<file path="src/rtl/bpsk_demodulator_pkg.sv">
// Shared types and helpers for the BPSK demodulator.
// Optional feature macro (see top): BPSK_DEMOD_DIFF_EN.
package bpsk_demod_pkg;

    typedef enum logic {
        HUNT   = 1'b0,
        LOCKED = 1'b1
    } demod_state_e;

    localparam logic [7:0] DEFAULT_SYNC_BYTE = 8'hA5;

    // The sum of SPS centred samples needs log2(SPS) growth bits on top of the sign bit.
    function automatic int acc_width(input int data_width, input int sps);
        return data_width + 1 + $clog2(sps);
    endfunction

endpackage

</file>
<file path="src/rtl/bpsk_demodulator_if.sv">
// Sample-in / decision-out bundle between the channel side and the demodulator.
interface bpsk_demod_if #(
    parameter int DATA_WIDTH = 12
);
    logic [DATA_WIDTH-1:0] sample_in;
    logic                  sample_valid;
    logic                  bit_out;
    logic                  bit_valid;
    logic [7:0]            byte_out;
    logic                  byte_valid;
    logic                  frame_active;
    logic                  frame_err;

    modport master (
        output sample_in,
        output sample_valid,
        input  bit_out,
        input  bit_valid,
        input  byte_out,
        input  byte_valid,
        input  frame_active,
        input  frame_err
    );

    modport slave (
        input  sample_in,
        input  sample_valid,
        output bit_out,
        output bit_valid,
        output byte_out,
        output byte_valid,
        output frame_active,
        output frame_err
    );
endinterface

</file>
<file path="src/rtl/bpsk_demodulator_correlator.sv">
// Integrate-and-dump of offset-binary samples against a square-wave carrier reference.
// o_sum/o_dump are combinational so the caller can register the decision one cycle after the last sample.
module symbol_correlator
    import bpsk_demod_pkg::*;
#(
    parameter int DATA_WIDTH         = 12,
    parameter int SAMPLES_PER_SYMBOL = 32,
    parameter int ACC_W              = acc_width(DATA_WIDTH, SAMPLES_PER_SYMBOL)
) (
    input  logic                    clk,
    input  logic                    rst_n,
    input  logic [DATA_WIDTH-1:0]   i_sample,
    input  logic                    i_valid,
    output logic signed [ACC_W-1:0] o_sum,
    output logic                    o_dump
);
    localparam int PW = $clog2(SAMPLES_PER_SYMBOL);

    logic [PW-1:0]           r_phase;
    logic signed [ACC_W-1:0] r_acc;

    logic signed [DATA_WIDTH:0] w_centered;
    logic signed [ACC_W-1:0]    w_ext;
    logic signed [ACC_W-1:0]    w_term;
    logic signed [ACC_W-1:0]    w_sum;
    logic                       w_first_half;
    logic                       w_last;

    assign w_centered   = $signed({1'b0, i_sample}) - $signed({2'b01, {(DATA_WIDTH-1){1'b0}}});
    assign w_ext        = {{(ACC_W-DATA_WIDTH-1){w_centered[DATA_WIDTH]}}, w_centered};
    assign w_first_half = (r_phase < PW'(SAMPLES_PER_SYMBOL / 2));
    assign w_term       = w_first_half ? w_ext : -w_ext;
    assign w_sum        = r_acc + w_term;
    assign w_last       = (r_phase == PW'(SAMPLES_PER_SYMBOL - 1));

    assign o_sum  = w_sum;
    assign o_dump = i_valid && w_last;

    // The dumping sample is folded into w_sum, and the accumulator restarts at zero for the next symbol.
    always_ff @(posedge clk or negedge rst_n) begin
        if (!rst_n) begin
            r_phase <= '0;
            r_acc   <= '0;
        end else if (i_valid) begin
            if (w_last) begin
                r_phase <= '0;
                r_acc   <= '0;
            end else begin
                r_phase <= r_phase + PW'(1);
                r_acc   <= w_sum;
            end
        end
    end

endmodule

</file>
<file path="src/rtl/bpsk_demodulator.sv">
// BPSK receiver: correlator, slicer, optional differential decoder, sync hunt and byte framing.
// Define BPSK_DEMOD_DIFF_EN for differential decoding (bit = raw XOR previous raw).
//
//   state  | meaning
//   HUNT   | shifting bits, waiting for SYNC_BYTE; squelch ignored
//   LOCKED | assembling FRAME_BYTES payload bytes; weak symbol aborts
module bpsk_demodulator
    import bpsk_demod_pkg::*;
#(
    parameter int         DATA_WIDTH         = 12,
    parameter int         SAMPLES_PER_SYMBOL = 32,
    parameter logic [7:0] SYNC_BYTE          = DEFAULT_SYNC_BYTE,
    parameter int         FRAME_BYTES        = 4,
    parameter int         SQUELCH_MIN        = 4096
) (
    input  logic         clk,
    input  logic         rst_n,
    bpsk_demod_if.slave  bus
);
    localparam int ACC_W = acc_width(DATA_WIDTH, SAMPLES_PER_SYMBOL);
    localparam logic signed [ACC_W-1:0] SQ_MIN = ACC_W'(SQUELCH_MIN);

    logic signed [ACC_W-1:0] w_sum;
    logic signed [ACC_W-1:0] w_abs;
    logic                    w_dump;
    logic                    w_raw;
    logic                    w_bit;
    logic                    w_quiet;
    logic [7:0]              w_shifted;

    demod_state_e r_state, w_state_nxt;
    logic [7:0]   r_shift, w_shift_nxt;
    logic [2:0]   r_bitcnt, w_bitcnt_nxt;
    logic [7:0]   r_bytecnt, w_bytecnt_nxt;
    logic [7:0]   r_byte_out, w_byte_nxt;
    logic         w_byte_valid_nxt;
    logic         w_frame_err_nxt;

    logic r_bit_out;
    logic r_bit_valid;
    logic r_byte_valid;
    logic r_frame_err;

    symbol_correlator #(
        .DATA_WIDTH         (DATA_WIDTH),
        .SAMPLES_PER_SYMBOL (SAMPLES_PER_SYMBOL),
        .ACC_W              (ACC_W)
    ) u_corr (
        .clk      (clk),
        .rst_n    (rst_n),
        .i_sample (bus.sample_in),
        .i_valid  (bus.sample_valid),
        .o_sum    (w_sum),
        .o_dump   (w_dump)
    );

    // Zero correlation slices as 1.
    assign w_raw   = ~w_sum[ACC_W-1];
    assign w_abs   = w_sum[ACC_W-1] ? -w_sum : w_sum;
    assign w_quiet = (w_abs < SQ_MIN);

`ifdef BPSK_DEMOD_DIFF_EN
    logic r_prev_raw;

    always_ff @(posedge clk or negedge rst_n) begin
        if (!rst_n) begin
            r_prev_raw <= 1'b0;
        end else if (w_dump) begin
            r_prev_raw <= w_raw;
        end
    end

    assign w_bit = w_raw ^ r_prev_raw;
`else
    assign w_bit = w_raw;
`endif

    assign w_shifted = {r_shift[6:0], w_bit};

    always_comb begin
        w_state_nxt      = r_state;
        w_shift_nxt      = r_shift;
        w_bitcnt_nxt     = r_bitcnt;
        w_bytecnt_nxt    = r_bytecnt;
        w_byte_nxt       = r_byte_out;
        w_byte_valid_nxt = 1'b0;
        w_frame_err_nxt  = 1'b0;
        if (w_dump) begin
            case (r_state)
                HUNT: begin
                    w_shift_nxt = w_shifted;
                    if (w_shifted == SYNC_BYTE) begin
                        w_state_nxt   = LOCKED;
                        w_bitcnt_nxt  = '0;
                        w_bytecnt_nxt = '0;
                    end
                end
                LOCKED: begin
                    if (w_quiet) begin
                        w_state_nxt     = HUNT;
                        w_frame_err_nxt = 1'b1;
                        w_shift_nxt     = '0;
                        w_bitcnt_nxt    = '0;
                    end else begin
                        w_shift_nxt  = w_shifted;
                        w_bitcnt_nxt = r_bitcnt + 3'd1;
                        if (r_bitcnt == 3'd7) begin
                            w_byte_valid_nxt = 1'b1;
                            w_byte_nxt       = w_shifted;
                            w_bytecnt_nxt    = r_bytecnt + 8'd1;
                            if (r_bytecnt == 8'(FRAME_BYTES - 1)) begin
                                w_state_nxt = HUNT;
                                w_shift_nxt = '0;
                            end
                        end
                    end
                end
                default: w_state_nxt = HUNT;
            endcase
        end
    end

    always_ff @(posedge clk or negedge rst_n) begin
        if (!rst_n) begin
            r_state      <= HUNT;
            r_shift      <= '0;
            r_bitcnt     <= '0;
            r_bytecnt    <= '0;
            r_byte_out   <= '0;
            r_byte_valid <= 1'b0;
            r_frame_err  <= 1'b0;
            r_bit_out    <= 1'b0;
            r_bit_valid  <= 1'b0;
        end else begin
            r_state      <= w_state_nxt;
            r_shift      <= w_shift_nxt;
            r_bitcnt     <= w_bitcnt_nxt;
            r_bytecnt    <= w_bytecnt_nxt;
            r_byte_out   <= w_byte_nxt;
            r_byte_valid <= w_byte_valid_nxt;
            r_frame_err  <= w_frame_err_nxt;
            r_bit_valid  <= w_dump;
            if (w_dump) begin
                r_bit_out <= w_bit;
            end
        end
    end

    assign bus.bit_out      = r_bit_out;
    assign bus.bit_valid    = r_bit_valid;
    assign bus.byte_out     = r_byte_out;
    assign bus.byte_valid   = r_byte_valid;
    assign bus.frame_active = (r_state == LOCKED);
    assign bus.frame_err    = r_frame_err;

endmodule
</file>
<file path="src/flat_wrapper.sv">
// flat-port wrapper written by rule: the top's interface ports become plain ports
module bpsk_demodulator_flat import bpsk_demod_pkg::*;
#(
    parameter int         DATA_WIDTH         = 12,
    parameter int         SAMPLES_PER_SYMBOL = 32,
    parameter logic [7:0] SYNC_BYTE          = DEFAULT_SYNC_BYTE,
    parameter int         FRAME_BYTES        = 4,
    parameter int         SQUELCH_MIN        = 4096
)
  (clk, rst_n, bus_sample_in, bus_sample_valid, bus_bit_out, bus_bit_valid, bus_byte_out, bus_byte_valid, bus_frame_active, bus_frame_err);
  bpsk_demod_if #(.DATA_WIDTH(DATA_WIDTH)) bus_i ();
  input  logic clk;
  input  logic rst_n;
  input wire logic [$bits(bus_i.sample_in)-1:0] bus_sample_in;
  input wire logic [$bits(bus_i.sample_valid)-1:0] bus_sample_valid;
  output wire logic [$bits(bus_i.bit_out)-1:0] bus_bit_out;
  output wire logic [$bits(bus_i.bit_valid)-1:0] bus_bit_valid;
  output wire logic [$bits(bus_i.byte_out)-1:0] bus_byte_out;
  output wire logic [$bits(bus_i.byte_valid)-1:0] bus_byte_valid;
  output wire logic [$bits(bus_i.frame_active)-1:0] bus_frame_active;
  output wire logic [$bits(bus_i.frame_err)-1:0] bus_frame_err;
  assign bus_i.sample_in = bus_sample_in;
  assign bus_i.sample_valid = bus_sample_valid;
  assign bus_bit_out = bus_i.bit_out;
  assign bus_bit_valid = bus_i.bit_valid;
  assign bus_byte_out = bus_i.byte_out;
  assign bus_byte_valid = bus_i.byte_valid;
  assign bus_frame_active = bus_i.frame_active;
  assign bus_frame_err = bus_i.frame_err;
  bpsk_demodulator #(.DATA_WIDTH(DATA_WIDTH), .SAMPLES_PER_SYMBOL(SAMPLES_PER_SYMBOL), .SYNC_BYTE(SYNC_BYTE), .FRAME_BYTES(FRAME_BYTES), .SQUELCH_MIN(SQUELCH_MIN)) u_core (.clk(clk), .rst_n(rst_n), .bus(bus_i));
endmodule
</file>
<file path="config.mk">
export PLATFORM = sky130hd
export DESIGN_NAME = bpsk_demodulator_flat
export DESIGN_NICKNAME = d
export VERILOG_FILES = /design/src/rtl/bpsk_demodulator_pkg.sv /design/src/rtl/bpsk_demodulator_if.sv /design/src/rtl/bpsk_demodulator_correlator.sv /design/src/rtl/bpsk_demodulator.sv /design/src/flat_wrapper.sv
export SDC_FILE = /design/constraint.sdc
export NUM_CORES = 1
export LEC_CHECK = 0
export ABC_AREA = 1
export CAP_MARGIN = 20
export CORE_UTILIZATION = 45
export CTS_BUF_LIST = sky130_fd_sc_hd__clkbuf_4
export DETAILED_ROUTE_END_ITERATION = 8
export PLACE_DENSITY = 0.66
export SLEW_MARGIN = 20
export SYNTH_ARGS = -nofsm -noshare
export SYNTH_HDL_FRONTEND = slang
export SYNTH_SLANG_ARGS = --single-unit
</file>
<file path="constraint.sdc">
create_clock -name clk -period 6.77 [get_ports clk]
set_input_delay 1.354 -clock clk [delete_from_list [all_inputs] [get_ports clk]]
set_output_delay 1.354 -clock clk [all_outputs]
set_load 0.05 [all_outputs]
</file>
==> flow_summary_export.csv <==
group,metric,value,unit
flow_run,drv_cap,0,
global_route,overflow,0,
worst_setup_path,crit_type,"in -> reg",
clock_network,clock-root-buffer,"clkbuf_4",
placement,dpl_worst_slack,1510,ps
clock_network,cts_buffers,5,
synth,ys_seq_area_share,33.8,%
global_route,use_met2,34.9,%
sta,drv_slew,0,
worst_setup_path,r2r_start,"u_core.u_corr.r_phase[4]",
finish,drive_above_1_share,5.13,%
global_route,grt_antenna_before_repair,0,
floorplan,fp-row-count,34,
detailed_routing,viasPerCell,5.21,
placement,portBuffers,27,
worst_setup_path,cp_max_fo,12,
detailed_routing,drc,0,
sta,final-hold-violation-count,0,
clock_network,clkTransAtPathRegs,170,ps
floorplan,fp.dieH,96.2,um
worst_setup_path,path_cells,"clkdlybuf4s50_1, inv_1, ha_1, inv_1, nor3_1, nand3b_1, nor3_1, nand3_1, o21ai_0, inv_1, ha_1, nand2_1, nor4_1, nand2_1, nand3_1, nand2_1, nand2_2, o21ai_1, nand2_1, nand2_2, inv_2, nand2_2, nand2_1, nand2_1",
finish,areaGrowthSynthToFinish,10.7,%
worst_setup_path,critPathLaunchType,"input pin",
global_route,grt_pass1_wl,16000,um
floorplan,ios,28,
sta,setup_violations,0,
sta,finalCritPeriodShare,72.3,%
synth,ys_types,39,
worst_setup_path,required,7080,ps
clock_network,clock-sinks,54,
power_and_ir_drop,ir_drop,0.000220,V
sta,fmax,0.204,GHz
power_and_ir_drop,combPwrFrac,67.2,%
placement,post-dp-hpwl,7510,um
global_route,track_usage,22.5,%
sta,clock_skew,12.0,ps
clock_network,hold_buffers,0,
placement,routabilityCongestion,0.928,
finish,nets,643,
finish,insertedDiodeCount,0,
detailed_routing,ant_nets,0,
synth,ys_seq_elements,54,
worst_setup_path,max_stage_delay,420,ps
finish,multiInputGateArea,0.00228,sq mm
detailed_routing,drtPass1Iterations,5,
power_and_ir_drop,p_per_area,447,mW/mm^2
clock_network,post_cts_buffers,0,
clock_network,cts_resized,0,
sta,min_period,4890,ps
global_route,grt_max_degree,55,
hold_path,hp-start,"u_core.u_corr.r_phase[3]",
detailed_routing,drt_iter0_drc,268,
floorplan,core,0.00868,sq mm
clock_network,ctsHtreeMaxLevel,2,
floorplan,start_util,46.0,%
detailed_routing,routed_wirelength,9630,um
power_and_ir_drop,p_clk_share,9.8,%
sta,tns,0,ps
power_and_ir_drop,seq_power_share,23.0,%
global_route,grtUsageMet1,33.4,%
sta,setup_ws,1880,ps
synth,syn_nets,616,
floorplan,die_area,0.00926,sq mm
global_route,grt_pass1_vias,3358,
power_and_ir_drop,p_switching,1.04,mW
synth,ys_warn_count,0,
clock_network,cts_buffer_depth,2,
hold_path,min_path_type,"reg -> reg",
power_and_ir_drop,p_int,0.933,mW
worst_setup_path,crit_path_end_kind,"flop",
worst_setup_path,cpMaxStageDelayCell,"clkdlybuf4s50_1",
sta,rsz0062_at_grt,"no",
sta,max_slew.worst_pin.slew,922,ps
synth,syn_avg_cell_area,6.94,sq um
clock_network,insertion_delay,390,ps
worst_setup_path,cp-startpoint,"bus_sample_in[0]",
synth,syn_inst,576,
finish,nFillCells,912,
synth,synthesis.area,0.00400,sq mm
sta,slew_headroom,38.3,%
floorplan,die_w,96.2,um
global_route,grt.busiest_layer,"met2",
power_and_ir_drop,leakage,2.41,nW
worst_setup_path,crit_top_cell,"nand2_1",
clock_network,tritoncts,"yes",
global_route,met3_usage,3.08,%
finish,ff_latch_area,0.00135,sq mm
power_and_ir_drop,sw_frac_of_total,52.8,%
detailed_routing,num_vias,3708,
worst_setup_path,critical_path_arrival,5200,ps
detailed_routing,wl_per_cell,13.5,um
run_status,status,"complete, no violations",
==> state kept, by name (all words and copies together) (netlist names) <==
name and flops:
u_core.u_corr.r_acc 18, u_core.bus.byte_valid 1, u_core.bus.byte_out 8, u_core.r_shift 7
u_core.bus.frame_err 1, u_core.r_bitcnt 3, u_core.r_bytecnt 8, u_core.bus.frame_active 1
u_core.bus.bit_valid 1, u_core.bus.bit_out 1, u_core.u_corr.r_phase 5
==> per-stage QoR <==
| stage | instances | total power, mW | instance area (sq um) | hold WS (ps) | utilization, % |
|---|---|---|---|---|---|
| 2_1_floorplan | 576 | 1.48 | 4000 | 434 | - |
| 3_3_place_gp | 704 | 1.74 | 4340 | 462 | 50.0 |
| 3_5_place_dp | 704 | 1.76 | 4340 | 461 | 50.0 |
| 4_1_cts | 712 | 1.96 | 4420 | 486 | 51.0 |
| 5_1_grt | 712 | 2.18 | 4420 | 515 | 51.0 |
| 6_report | 712 | 1.98 | 4420 | 487 | 51.0 |
==> power groups by stage <==
stage | clock (mW) | sequential [mW] | combinational, mW
final | 0.194 | 0.455 | 1.33
after global routing | 0.210 | 0.464 | 1.50
after CTS | 0.203 | 0.455 | 1.31
after detailed placement | 0 | 0.459 | 1.30
after global placement | 0 | 0.458 | 1.28
after floorplan | 0 | 0.445 | 1.03
==> worst max-delay path: cells and delay by family <==
kind	cells	cell delay (ps)
buf+inv	5	840
fa+ha+maj	2	530
compound gates	2	410
simple gates	15	2050
==> path summary, 6_finish.rpt <==
check | end | slack, ps | cells after the start
hold / removal | u_core.u_corr.r_phase[3] | 490 | 1
max in group asynchronous | u_core.r_bitcnt[0] | 5230 | 2
min in group asynchronous | u_core.u_corr.r_acc[3] | 1060 | 2
hold reg to reg | u_core.u_corr.r_phase[3] | 490 | 1
setup / recovery | u_core.bus.byte_out[0] | 1880 | 24
setup reg to reg | u_core.bus.byte_out[0] | 3490 | 18
==> cells in the final DEF, fill, tap and decap left out, drive strengths merged, types with 2 or more instances in the layout <==
cell type and instances:
a22o 8, o21bai 2, nand3 62, buf 2, nand4 9, a21oi 14
nor2 48, ha 24, dfrtp 54, nand3b 6, nand2 204, clkbuf 5
clkdlybuf4s50 26, xor2 13, and2 2, nor3 11, o21ai 18, xnor2 2
inv 82, nor3b 2
==> final cells by class <==
class / instances / area share, %
multi-input cells: 433 / 51.4
flip-flops and latches: 54 / 30.5
inverters: 81 / 6.87
repair buffers: 28 / 6.17
well taps: 108 / 3.05
clock buffers: 5 / 0.848
clock inverters: 3 / 1.07
==> metal layers <==
| layer | wire length, um | vias up |
|---|---|---|
| met1 | 4780 | 1666 |
| met5 | 0 | - |
| met3 | 584 | 22 |
| met4 | 141 | 0 |
| met2 | 4120 | 116 |
| li1 | - | 1904 |
==> cell usage after synthesis <==
cell / n / area [sq um]
a31oi_1: 1 / 6.26
buf_2: 1 / 5.00
clkinv_1: 1 / 3.75
nand4_1: 8 / 50.1
dfrtp_1: 54 / 1350
o21ai_0: 17 / 85.1
a22o_1: 8 / 70.1
and2_1: 2 / 12.5
nor2_1: 45 / 169
nor2_8: 1 / 20.0
nor3_1: 11 / 55.1
nand3b_1: 6 / 45.0
o21bai_1: 2 / 15.0
clkbuf_1: 3 / 11.3
xor2_1: 13 / 114
nor4_1: 1 / 6.26
a31o_2: 1 / 8.76
o21a_1: 1 / 7.51
nand4_4: 1 / 21.3
nand2_4: 2 / 22.5
nand2_1: 194 / 728
buf_8: 1 / 15.0
or2_4: 1 / 8.76
a21boi_0: 1 / 7.51
nand3_2: 1 / 10.0
fa_1: 1 / 20.0
nor3b_1: 2 / 15.0
a21oi_1: 13 / 65.1
nand2_2: 8 / 50.1
o22ai_1: 1 / 6.26
inv_1: 77 / 289
nand3_1: 61 / 305
inv_2: 3 / 11.3
buf_6: 3 / 33.8
nor2_2: 2 / 12.5
o21ai_1: 1 / 5.00
xnor2_1: 2 / 17.5
a21oi_4: 1 / 16.3
ha_1: 24 / 300
==> cell families (layout without fill, tap and decap cells) <==
family                     count (synthesis)  in the layout  synth area share [%]
DFF                                       54             54                  33.8
xor gates and xnor gates                  15             15                  3.29
and+or+nand+nor                          346            346                  38.3
adders and majority gates                 25             25                  8.02
buffers and inverters                     89            117                  9.24
AOI/OAI and AO/OA                         47             47                  7.33
(Power assumes the default switching activity.)
